## src/rtl/tx_pkg.sv

```systemverilog
// Shared defaults, tap-entry type and accumulator sizing for the QPSK
// polyphase pulse-shaping interpolator.
package tx_pkg;

    localparam int UPSAMPLE_DEF   = 4;
    localparam int NCOEF_DEF      = 24;
    localparam int COEF_NBITS_DEF = 8;
    localparam int COEF_FBITS_DEF = 7;
    localparam int OUT_NBITS_DEF  = 8;
    localparam int OUT_FBITS_DEF  = 6;

    // One entry of a tap line: a null slot contributes nothing to the sum.
    typedef struct packed {
        logic present;
        logic sign;
    } tap_t;

    // NTAPS signed terms of COEF_NBITS each cannot overflow this width.
    function automatic int acc_width(input int coef_nbits, input int ntaps);
        return coef_nbits + $clog2(ntaps) + 1;
    endfunction

endpackage

```

## src/rtl/tx_round_sat.sv

```systemverilog
// Round-half-up, arithmetic shift and clip of one polyphase sum to the
// output sample format.
module tx_round_sat #(
    parameter int IN_W       = 12,
    parameter int COEF_FBITS = 7,
    parameter int OUT_NBITS  = 8,
    parameter int OUT_FBITS  = 6
) (
    input  logic signed [IN_W-1:0]      acc_i,
    output logic signed [OUT_NBITS-1:0] sample_o,
    output logic                        sat_o
);

    localparam int D = COEF_FBITS - OUT_FBITS;
    localparam logic signed [IN_W:0] MAX_V = (IN_W+1)'((2 ** (OUT_NBITS-1)) - 1);
    localparam logic signed [IN_W:0] MIN_V = ~MAX_V;

    logic signed [IN_W:0] wide;
    logic signed [IN_W:0] scaled;

    assign wide = {acc_i[IN_W-1], acc_i};

    generate
        if (D > 0) begin : g_round
            localparam logic signed [IN_W:0] HALF = (IN_W+1)'(2 ** (D-1));
            assign scaled = (wide + HALF) >>> D;
        end else begin : g_pass
            assign scaled = wide;
        end
    endgenerate

    // Clip the scaled value into the signed output range and flag it.
    always_comb begin
        sat_o    = 1'b0;
        sample_o = scaled[OUT_NBITS-1:0];
        if (scaled > MAX_V) begin
            sat_o    = 1'b1;
            sample_o = MAX_V[OUT_NBITS-1:0];
        end else if (scaled < MIN_V) begin
            sat_o    = 1'b1;
            sample_o = MIN_V[OUT_NBITS-1:0];
        end
    end

endmodule

```

## src/rtl/tx_polyfir.sv

```systemverilog
// Two-channel (I/Q) polyphase pulse-shaping interpolator: one symbol per
// UPSAMPLE clocks in, one shaped I/Q sample pair per clock out.
module tx_polyfir
    import tx_pkg::*;
#(
    parameter int UPSAMPLE   = UPSAMPLE_DEF,
    parameter int NCOEF      = NCOEF_DEF,
    parameter int COEF_NBITS = COEF_NBITS_DEF,
    parameter int COEF_FBITS = COEF_FBITS_DEF,
    parameter int OUT_NBITS  = OUT_NBITS_DEF,
    parameter int OUT_FBITS  = OUT_FBITS_DEF,
    parameter logic [NCOEF*COEF_NBITS-1:0] COEF = '0
) (
    input  logic                          clk,
    input  logic                          rst,
    input  logic                          en,
    input  logic [1:0]                    sym_in,
    input  logic                          sym_valid,
    output logic                          sym_ready,
    input  logic                          coef_we,
    input  logic [$clog2(NCOEF)-1:0]      coef_addr,
    input  logic signed [COEF_NBITS-1:0]  coef_data,
    output logic signed [OUT_NBITS-1:0]   out_i,
    output logic signed [OUT_NBITS-1:0]   out_q,
    output logic                          out_valid,
    output logic                          sat_i,
    output logic                          sat_q,
    output logic                          underrun
);

    localparam int NTAPS = NCOEF / UPSAMPLE;
    localparam int ACC_W = acc_width(COEF_NBITS, NTAPS);
    localparam int PW    = $clog2(UPSAMPLE);
    localparam int AW    = $clog2(NCOEF);
    localparam logic [PW-1:0] LAST_PHASE = PW'(UPSAMPLE - 1);

    logic [PW-1:0]                 phase_q, phase_d;
    logic                          slot;
    tap_t                          new_i, new_q;
    tap_t                          taps_i_q [NTAPS];
    tap_t                          taps_q_q [NTAPS];
    logic signed [COEF_NBITS-1:0]  coef_q [NCOEF];

    logic [AW-1:0]                 idx;
    logic signed [ACC_W-1:0]       term;
    logic signed [ACC_W-1:0]       sum_i, sum_q;

    logic signed [OUT_NBITS-1:0]   rs_i, rs_q;
    logic                          rs_sat_i, rs_sat_q;

    logic signed [OUT_NBITS-1:0]   out_i_q, out_q_q;
    logic                          out_valid_q, sat_i_q, sat_q_q, underrun_q;

    // Slot edge detection, handshake and next phase; a missing symbol
    // enters the tap line as a null so stale data never leaks out.
    always_comb begin
        slot          = en && (phase_q == LAST_PHASE);
        sym_ready     = slot;
        phase_d       = (phase_q == LAST_PHASE) ? '0 : phase_q + PW'(1);
        new_i.present = sym_valid;
        new_i.sign    = sym_valid & sym_in[1];
        new_q.present = sym_valid;
        new_q.sign    = sym_valid & sym_in[0];
    end

    // Polyphase sums: tap k uses coef[k*UPSAMPLE + phase], signed by the symbol bit.
    always_comb begin
        sum_i = '0;
        sum_q = '0;
        idx   = '0;
        term  = '0;
        for (int unsigned k = 0; k < NTAPS; k++) begin
            idx  = AW'(k * UPSAMPLE) + AW'(phase_q);
            term = {{(ACC_W-COEF_NBITS){coef_q[idx][COEF_NBITS-1]}}, coef_q[idx]};
            if (taps_i_q[k].present) begin
                sum_i = taps_i_q[k].sign ? sum_i + term : sum_i - term;
            end
            if (taps_q_q[k].present) begin
                sum_q = taps_q_q[k].sign ? sum_q + term : sum_q - term;
            end
        end
    end

    tx_round_sat #(
        .IN_W       (ACC_W),
        .COEF_FBITS (COEF_FBITS),
        .OUT_NBITS  (OUT_NBITS),
        .OUT_FBITS  (OUT_FBITS)
    ) u_rs_i (
        .acc_i    (sum_i),
        .sample_o (rs_i),
        .sat_o    (rs_sat_i)
    );

    tx_round_sat #(
        .IN_W       (ACC_W),
        .COEF_FBITS (COEF_FBITS),
        .OUT_NBITS  (OUT_NBITS),
        .OUT_FBITS  (OUT_FBITS)
    ) u_rs_q (
        .acc_i    (sum_q),
        .sample_o (rs_q),
        .sat_o    (rs_sat_q)
    );

    // Phase, tap lines and registered outputs; everything but the strobes holds while en is low.
    always_ff @(posedge clk or negedge rst) begin
        if (!rst) begin
            phase_q     <= LAST_PHASE;
            out_i_q     <= '0;
            out_q_q     <= '0;
            out_valid_q <= 1'b0;
            sat_i_q     <= 1'b0;
            sat_q_q     <= 1'b0;
            underrun_q  <= 1'b0;
            for (int unsigned k = 0; k < NTAPS; k++) begin
                taps_i_q[k] <= '0;
                taps_q_q[k] <= '0;
            end
        end else begin
            out_valid_q <= en;
            underrun_q  <= slot && !sym_valid;
            if (en) begin
                phase_q <= phase_d;
                out_i_q <= rs_i;
                out_q_q <= rs_q;
                sat_i_q <= rs_sat_i;
                sat_q_q <= rs_sat_q;
                if (slot) begin
                    taps_i_q[0] <= new_i;
                    taps_q_q[0] <= new_q;
                    for (int unsigned k = 1; k < NTAPS; k++) begin
                        taps_i_q[k] <= taps_i_q[k-1];
                        taps_q_q[k] <= taps_q_q[k-1];
                    end
                end
            end
        end
    end

    // Coefficient RAM: reset image has coef[0] in the MSBs; writes ignore en.
    always_ff @(posedge clk or negedge rst) begin
        if (!rst) begin
            for (int unsigned i = 0; i < NCOEF; i++) begin
                coef_q[i] <= COEF[(NCOEF-1-i)*COEF_NBITS +: COEF_NBITS];
            end
        end else if (coef_we && (int'(coef_addr) < NCOEF)) begin
            coef_q[coef_addr] <= coef_data;
        end
    end

    assign out_i     = out_i_q;
    assign out_q     = out_q_q;
    assign out_valid = out_valid_q;
    assign sat_i     = sat_i_q;
    assign sat_q     = sat_q_q;
    assign underrun  = underrun_q;

endmodule
```

## config.mk

```make
export PLATFORM = sky130hd
export DESIGN_NAME = tx_polyfir
export DESIGN_NICKNAME = d
export VERILOG_FILES = /design/src/rtl/tx_pkg.sv /design/src/rtl/tx_round_sat.sv /design/src/rtl/tx_polyfir.sv
export SDC_FILE = /design/constraint.sdc
export NUM_CORES = 1
export LEC_CHECK = 0
export BUFFER_PORTS_ARGS = -buffer_cell sky130_fd_sc_hd__buf_2
export CAP_MARGIN = 5
export CORE_MARGIN = 8
export CORE_UTILIZATION = 45
export DETAILED_ROUTE_END_ITERATION = 10
export PLACE_DENSITY = 0.69
export SLEW_MARGIN = 20
export SYNTH_ARGS = -nofsm -noshare
export SYNTH_HDL_FRONTEND = slang
export SYNTH_HIERARCHICAL = 1
export SYNTH_SLANG_ARGS = --single-unit
```

## constraint.sdc

```tcl
create_clock -name clk -period 8.7 [get_ports clk]
set_input_delay 0.435 -clock clk [delete_from_list [all_inputs] [get_ports clk]]
set_output_delay 0.435 -clock clk [all_outputs]
set_load 0.05 [all_outputs]
```

==> results of run 1 <==
## worst paths after layout
| kind | startpoint | end | slack (ns) | cells past startpoint |
|---|---|---|---|---|
| hold / removal | sym_valid | underrun | 0.1 | 2 |
| setup / recovery | phase_q[0] | sat_q | -0.37 | 46 |
| min in group asynchronous | rst | out_q[5] | 0.40 | 2 |
| setup reg to reg | phase_q[0] | sat_q | -0.37 | 46 |
| hold reg to reg | coef_q[5] | coef_q[5] | 0.50 | 1 |
| max in group asynchronous | rst | coef_q[184] | 6.91 | 3 |
## state kept, by name, summed over array words and instances (netlist names)
| register | cells |
|---|---|
| coef_q | 192 |
| taps_q_q | 12 |
| out_i | 8 |
| out_q | 8 |
| taps_i_q | 6 |
| phase_q | 2 |
| out_valid | 1 |
| sat_i | 1 |
| sat_q | 1 |
| underrun | 1 |
## cell families after synthesis
logic type                 count (synthesis)  share of synthesized area
buffers and inverters                    150                     0.0335
DFF                                      232                      0.318
and+or+nand+nor                          405                      0.107
AOI/OAI and AO/OA                        367                      0.132
adders and majority gates                124                     0.0890
xor gates and xnor gates                 170                     0.0845
muxes                                    336                      0.237
## worst reg2reg max path: cells and delay by family (launching register included)
family	cells	cell delay (ns)
buf+inv	7	0.82
flops	1	0.70
mux	5	1.69
simple gates	9	1.03
xor+xnor	7	1.21
compound gates	13	2.18
fa+ha+maj	5	1.34
## timing repair
item                                    CTS  global route
endpoints found under the setup margin   18            18
endpoints found under the hold margin    47             0
setup buffers                            33            13
resized for setup                       118            55
pin swaps                                30            29
hold buffers                              1             0
## final cells by class
class / count / area share
flip-flops and latches: 232 / 0.251
clock inverters: 10 / 0.00806
multi-input cells: 1402 / 0.556
clock buffers: 34 / 0.0285
well taps: 532 / 0.0288
repair buffers: 360 / 0.116
inverters: 75 / 0.0122
## placed cells by master (no fill, tap or decap), drive strengths merged, types with 14 or more instances in the layout
master	instances
dfrtp	230
a21o	42
a211oi	20
nand3	23
and2	14
inv	75
buf	359
mux2	274
nor3	38
nor2	129
mux2i	14
ha	114
o21bai	15
nand2	128
a21oi	76
xnor2	91
o21ai	110
xor2	75
mux4	48
clkbuf	34
o31ai	14
## per-stage QoR
| step | hold WS (ns) | worst slack (ns) |
|---|---|---|
| 2_1_floorplan | 0.139 | 0.00245 |
| 3_3_place_gp | 0.378 | -0.375 |
| 3_5_place_dp | 0.387 | -0.588 |
| 6_report | 0.0996 | -0.367 |
| 4_1_cts | 0.0786 | -0.109 |
| 5_1_grt | 0.112 | -0.761 |
## metal layers
layer | wire [microns] | GRT usage | vias to the layer above
li1 | - | - | 7107
met5 | 0 | 0 | -
met4 | 1360 | 0.0663 | 0
met3 | 1930 | 0.0265 | 94
met1 | 21900 | 0.264 | 7530
met2 | 24800 | 0.358 | 296
==> run metrics, run 1 <==
Total GRT Usage 0.206; Port-buffer cells 40; Post-Syn Instances ~1800; number of H-tree levels 1; Clock Latency Late Sink roughly 0.55 ns; Fin. Hold Viols 0; fin util 0.572; ANT cells 0; global-route wire length before repair roughly 80000 microns; Max FO, Critical Path 8; RSZ-0062 raised after global routing yes; crit-path leading delay family compound AO/OA/AOI/OAI gates; die height 218 microns; share of layout cells above drive strength 1 0.422; crit start category flip-flop; setup TNS -3.77 ns; Antenna Violating Nets Remaining 0; Relative slew margins 0.283; violated checks negative setup slack; cell area after placement 0.0211 sq mm; Max Freq 110 MHz; DIE WIDTH ~220 microns; Inserted Clock Buffers 25; Clock Tree Buf Depth 3; CTS tree built; top-area cell type share of the netlist area 0.315; most frequent cell after synthesis mux2_2; synth warn 6; EDFF count, synth 0; Root Buffer clkbuf_16; net count reported at finish 2240; average size of a mapped cell approximately 10 sq um; die area between 0.04 and 0.05 sq mm; Cells after DPL between 2000 and 3000; CP most frequent cell ha_4; largest area contributor in the netlist dfrtp_1; Layout area overhead 26.6%; critical path capture point type flip-flop; initial antenna violation count 0; Seq/Total Area, Yosys 0.318; synthesized flop and latch total between 200 and 250; Remaining DRCs 0; sequential cell area about 0.0058 sq mm; fraction of registers with async set/reset 1.00; top_reg_cell synth dfrtp_1; count of different cell masters after synthesis 86; actual slew at the worst max-slew pin 1.07 ns; largest cells by area after synthesis dfrtp_1 31%, mux2_2 17%, ha_1 7.8%, mux4_2 5.3%, xnor2_1 4.4%; max incr delay on CP roughly 0.7 ns; Mapped Area 0.0183 sq mm; vias per inst about 5.7; non-filler cells, final between 2000 and 3000; slowest stage cell, crit path dfstp_4; via count 15000; Syn Nets between 1500 and 2000; Rows 74; worst clock skew between 0.03 and 0.04 ns; CTS sink count 232; filler cell count 3300; final worst slack -0.367 ns; multi-input logic area ~0.013 sq mm; IO Count 41; DRT Pass-1 Iters 5; Final Max Tran Viols 0; status finished, violations left; DRT iter0 DRCs between 800 and 900; final WL between 40000 and 50000 microns; Hold WC Path Type in -> reg; Clock transition at path regs 0.06 ns; MaxCap Viol Count 0; gr ovfl total 0; core area between 0.04 and 0.05 sq mm; DP HPWL 36400 microns; starting density of the core 0.452; Critical Path RT about 9 ns; RD Place Congestion between 0.8 and 0.9; worst path buffer plus inverter count 7; Design Area, Final 0.0231 sq mm; WP data arrival 9.49 ns; CP Class reg -> reg; vias in the first global route 15500; setup violators final 16; Post-synth top cells 274 x mux2_2, 230 x dfrtp_1, 128 x nand2_1; mean routed wirelength per cell between 15 and 20 microns; fin crit share 1.04; Final min period 9.07 ns; pin count of the biggest net entering global routing ~190
Power of run 1 is not shown: default switching activity piles up to over one toggle a cycle in this logic, so the estimate is an artifact.
==> inputs of run 2 (changes only) <==
- PLACE_DENSITY: 0.69 -> 0.6
==> run metrics, run 2 (synthesis gave the netlist of run 1 again) <==
commonest non-fill, non-tap cell in the layout buf_4; Final Max Tran Viols 0 (unchanged); share of layout cells above drive strength 1 0.431 (+0.00977); Max FO, Critical Path 6 (-2); Max Freq 110 MHz (-0.66%); Place WS -0.647 ns (-0.0584 ns); fin crit share 1.05 (+0.00689); DRT Pass-1 Iters 5 (unchanged); RD Place Congestion 0.897 (+2.1%); CP Class reg -> reg; IO Count 41 (unchanged); initial antenna violation count 0 (unchanged); commonest non-fill, non-tap cells in the layout 331 x buf_4, 262 x mux2_2, 230 x dfrtp_1; CTS sink count 232 (unchanged); Clock transition at path regs 0.06 ns (about the same); global-route wire length before repair 80800 microns (+1.3%); WP data arrival 9.55 ns (+0.06 ns); filler cell count 3446 (+4.4%); core area 0.0405 sq mm (unchanged); number of H-tree levels 1 (unchanged); grt met3 use 0.0223 (-0.00416); Fin. Hold Viols 0 (unchanged); ANT cells 0 (unchanged); busiest grt layer met2; mean routed wirelength per cell 18.9 microns (-0.16%); final worst slack -0.427 ns (-0.0599 ns); net count reported at finish 2264 (+1.1%); CTS tree built; DP HPWL 36500 microns (+0.47%); Clock Latency Late Sink 0.54 ns (about the same); Critical Path RT 9.12 ns (about the same); slowest stage cell, crit path dfstp_4; Layout area overhead 27.6%; die height 218 microns (unchanged); Antenna Violating Nets Remaining 0 (unchanged); DIE WIDTH 218 microns (unchanged); Largest register FFs 192 (unchanged); Reg2Reg Setup Slack -0.43 ns (-0.06 ns); Root Buffer clkbuf_16; Hold WC Path Type in -> reg; largest registers coef_q: 192 flops, taps_q_q: 12 flops; Port-buffer cells 40 (unchanged); met2 global-route usage 0.350 (-0.00812); vias per inst 5.58 (-1.8%); critical path capture point type flip-flop; pin count of the biggest net entering global routing 168 (-9.7%); gr ovfl total 0 (unchanged); Top reg by flops coef_q; MaxCap Viol Count 0 (unchanged); grt met1 use 0.291 (+0.0266); actual slew at the worst max-slew pin 1.13 ns (+0.0576 ns); crit start category flip-flop; Inserted Clock Buffers 26 (+4.0%); setup violators final 17 (+1); Total GRT Usage 0.209 (+0.00317); vias in the first global route 15000 (-3.1%); RSZ-0062 raised after global routing yes; violated checks negative setup slack; Relative slew margins 0.245 (-0.0378); max incr delay on CP 0.67 ns (-0.03 ns); DRT iter0 DRCs 781 (-3.9%); Final min period 9.13 ns (+0.0599 ns); final WL 50400 microns (+0.75%); via count 14900 (-0.95%); Clock Tree Buf Depth 3 (unchanged); CP most frequent cell ha_4; die area 0.0473 sq mm (unchanged); Rows 74 (unchanged); worst clock skew 0.0126 ns (-0.0184 ns); Remaining DRCs 0 (unchanged); starting density of the core 0.452 (unchanged); status finished, violations left
-- run 2: stage by stage --
step	cell area [sq um]	setup TNS (ns)	cells	hold WS, ns	utilization
detailed placement	21100	-8.94	2558	0.442	0.523
global placement	21100	-6.21	2558	0.431	0.523
floorplan	18500	0	1784	0.139	-
finish	23300	-4.58	2669	0.0872	0.576
global route	23300	-11.85	2669	0.0860	0.576
CTS	22800	-4.02	2650	0.0666	0.564
-- run 2: what timing repair did --
| item | CTS | global route |
|---|---|---|
| setup buffers | 45 | 21 |
| pin swaps | 59 | 82 |
| setup endpoints to repair | 18 | 18 |
| gates resized for setup | 104 | 76 |
| hold buffers | 1 | 0 |
| endpoints found under the hold margin | 65 | 0 |
| gates cloned | 1 | 0 |
-- run 2: per-layer routing --
layer,wire length (microns),share of wire,up-vias
li1,-,-,7160
met1,23700,0.47,7423
met2,24000,0.48,248
met3,1870,0.037,53
met4,826,0.016,0
met5,0,0,-
-- run 2: final cells by class --
class,instances,area (sq um),area share
clock buffers,34,712,0.0305
inverters,75,282,0.0121
clock inverters,11,143,0.00612
flip-flops and latches,232,5810,0.249
repair buffers,383,2840,0.122
multi-input cells,1402,12900,0.552
well taps,532,666,0.0286
-- run 2: critical path, delay by kind of cell, from the launching register on --
kind | cells | cell delay (ns)
buf+inv | 6 | 0.59
mux | 5 | 1.67
compound gates | 13 | 2.55
xor+xnor | 4 | 0.60
fa+ha+maj | 6 | 1.54
flops | 1 | 0.67
simple gates | 10 | 1.38
-- run 2: final timing paths --
| check | startpoint | to | cells after the start |
|---|---|---|---|
| max | phase_q[0] | out_q[1] | 44 |
| min | sym_valid | underrun | 2 |
| max reg2reg | phase_q[0] | out_q[1] | 44 |
| min reg2reg | out_i[4] | out_i[4] | 1 |
| max in group asynchronous | rst | coef_q[118] | 3 |
| min in group asynchronous | rst | out_i[0] | 2 |
Power of run 2 is left out for the same reason.
==> inputs of run 3 (changes only) <==
- CORE_UTILIZATION: 45 -> 34
- PLACE_DENSITY: 0.6 -> 0.47
==> run metrics, run 3 (synthesis gave the netlist of run 1 again) <==
largest registers coef_q: 192 flops, taps_q_q: 12 flops; CTS sink count 232 (unchanged); Relative slew margins 0.286 (+0.0406); Remaining DRCs 0 (unchanged); Top reg by flops coef_q; critical path capture point type flip-flop; MaxCap Viol Count 0 (unchanged); WP data arrival 9.57 ns (+0.02 ns); DP HPWL 39200 microns (+7.2%); DIE WIDTH 248 microns (+14%); final WL 51900 microns (+3.2%); crit start category flip-flop; Max Freq 109 MHz (-0.22%); RSZ-0062 raised after global routing yes; number of H-tree levels 1 (unchanged); Hold WC Path Type in -> reg; mean routed wirelength per cell 18.2 microns (-3.4%); Antenna Violating Nets Remaining 0 (unchanged); Layout area overhead 29.4%; worst r2r src phase_q[0]; commonest non-fill, non-tap cell in the layout buf_4; CP Class reg -> reg; IO Count 41 (unchanged); reg2reg end out_q[1]; Clock transition at path regs 0.07 ns (about the same); Cells after DPL 2760 (+7.9%); WHS Path Cells 2 (unchanged); share of layout cells above drive strength 1 0.438 (+0.00681); pin count of the biggest net entering global routing 137 (-18%); fin crit share 1.05 (+0.00236); Inserted Clock Buffers 27 (+3.8%); Largest register FFs 192 (unchanged); ANT cells 0 (unchanged); Root Buffer clkbuf_16; Final Max Tran Viols 0 (unchanged); Clock Latency Late Sink 0.54 ns (about the same); via count 14500 (-2.3%); Max FO, Critical Path 7 (+1); non-filler cells, final 2850 (+6.8%); Final min period 9.15 ns (+0.0205 ns); die height 248 microns (+14%); CP most frequent cell ha_4; Rows 85 (+15%); Hold Path Origin sym_valid; max incr delay on CP 0.68 ns (about the same); vias per inst 5.10 (-8.5%); vias in the first global route 14900 (-0.29%); Fin. Hold Viols 0 (unchanged); global-route wire length before repair 82500 microns (+2.0%); Hold Path Sink underrun; Critical Path RT 9.12 ns (about the same); final worst slack -0.448 ns (-0.0205 ns); DRT iter0 DRCs 598 (-23%); initial antenna violation count 0 (unchanged); commonest non-fill, non-tap cells in the layout 344 x buf_4, 264 x mux2_2, 230 x dfrtp_1; Reg2Reg Setup Slack -0.45 ns (-0.02 ns); Total GRT Usage 0.169 (-0.0407); die area 0.0614 sq mm (+30%); R2R cell count 45 (+2.3%); CTS tree built; RD Place Congestion 0.846 (-5.7%); starting density of the core 0.342 (-0.110); critical path launch point phase_q[0]; gr ovfl total 0 (unchanged); status finished, violations left; core area 0.0535 sq mm (+32%); worst clock skew 0.0179 ns (+0.00533 ns); Port-buffer cells 40 (unchanged); DRT Pass-1 Iters 5 (unchanged); setup violators final 18 (+1); net count reported at finish 2278 (+0.62%); slowest stage cell, crit path dfstp_4; actual slew at the worst max-slew pin 1.07 ns (-0.0601 ns); violated checks negative setup slack; Clock Tree Buf Depth 3 (unchanged)
run 3: changes by cell type in the layout (fill, tap and decap cells not counted), sizes merged:
| cell | change |
|---|---|
| buf | +13 |
| clkinv | +4 |
| clkbuf | +2 |
| bufinv | -1 |
| clkinvlp | -1 |
run 3: through the flow:
step / utilization / TNS [ns] / worst slack, ns / hold slack (ns) / area (sq um)
6_report: 0.442 / -4.89 / -0.448 / 0.0822 / 23700
3_5_place_dp: 0.405 / -10.76 / -0.820 / 0.488 / 21600
2_1_floorplan: - / 0 / 0.00245 / 0.139 / 18500
5_1_grt: 0.442 / -13.54 / -0.880 / 0.0673 / 23700
3_3_place_gp: 0.405 / -8.66 / -0.696 / 0.480 / 21600
4_1_cts: 0.429 / -7.47 / -0.528 / 0.0525 / 22900
run 3: worst max-delay path by stage:
stage	end	slack [ns]	depth (start not counted)
finish	out_q[1]	-0.45	45
global route	out_q[1]	-0.88	45
CTS	out_q[1]	-0.53	47
detailed placement	out_q[1]	-0.82	44
global placement	out_q[0]	-0.70	41
floorplan	out_q[1]	0.002	48
run 3: per-layer routing:
| layer | wire (microns) | track usage | vias to the layer above |
|---|---|---|---|
| met5 | 0 | 0 | - |
| met4 | 1140 | 0.0406 | 0 |
| met3 | 1420 | 0.0212 | 56 |
| met2 | 23800 | 0.275 | 126 |
| met1 | 25600 | 0.236 | 7154 |
| li1 | - | - | 7209 |
run 3: critical path: cells and delay by family, from the launching register on:
family          cells  cell delay, ns
mux                 5            1.67
flops               1            0.68
fa+ha+maj           5            1.38
xor+xnor            7            1.30
simple gates       11            1.32
buf+inv             6            0.68
compound gates     11            2.00
run 3: area by class of cell:
class	count	area (sq um)
multi-input cells	1402	12900
clock buffers	36	749
repair buffers	396	2950
inverters	75	282
flip-flops and latches	232	5810
fillers	5088	29800
well taps	696	871
clock inverters	13	133
run 3: what timing repair did:
item | CTS | global route
gates resized for setup | 56 | 121
gates cloned | 1 | 0
hold endpoints to repair | 29 | 0
hold buffers | 1 | 0
endpoints found under the setup margin | 18 | 18
pin swaps | 38 | 91
buffers inserted | 17 | 23
Power of run 3 is left out for the same reason.
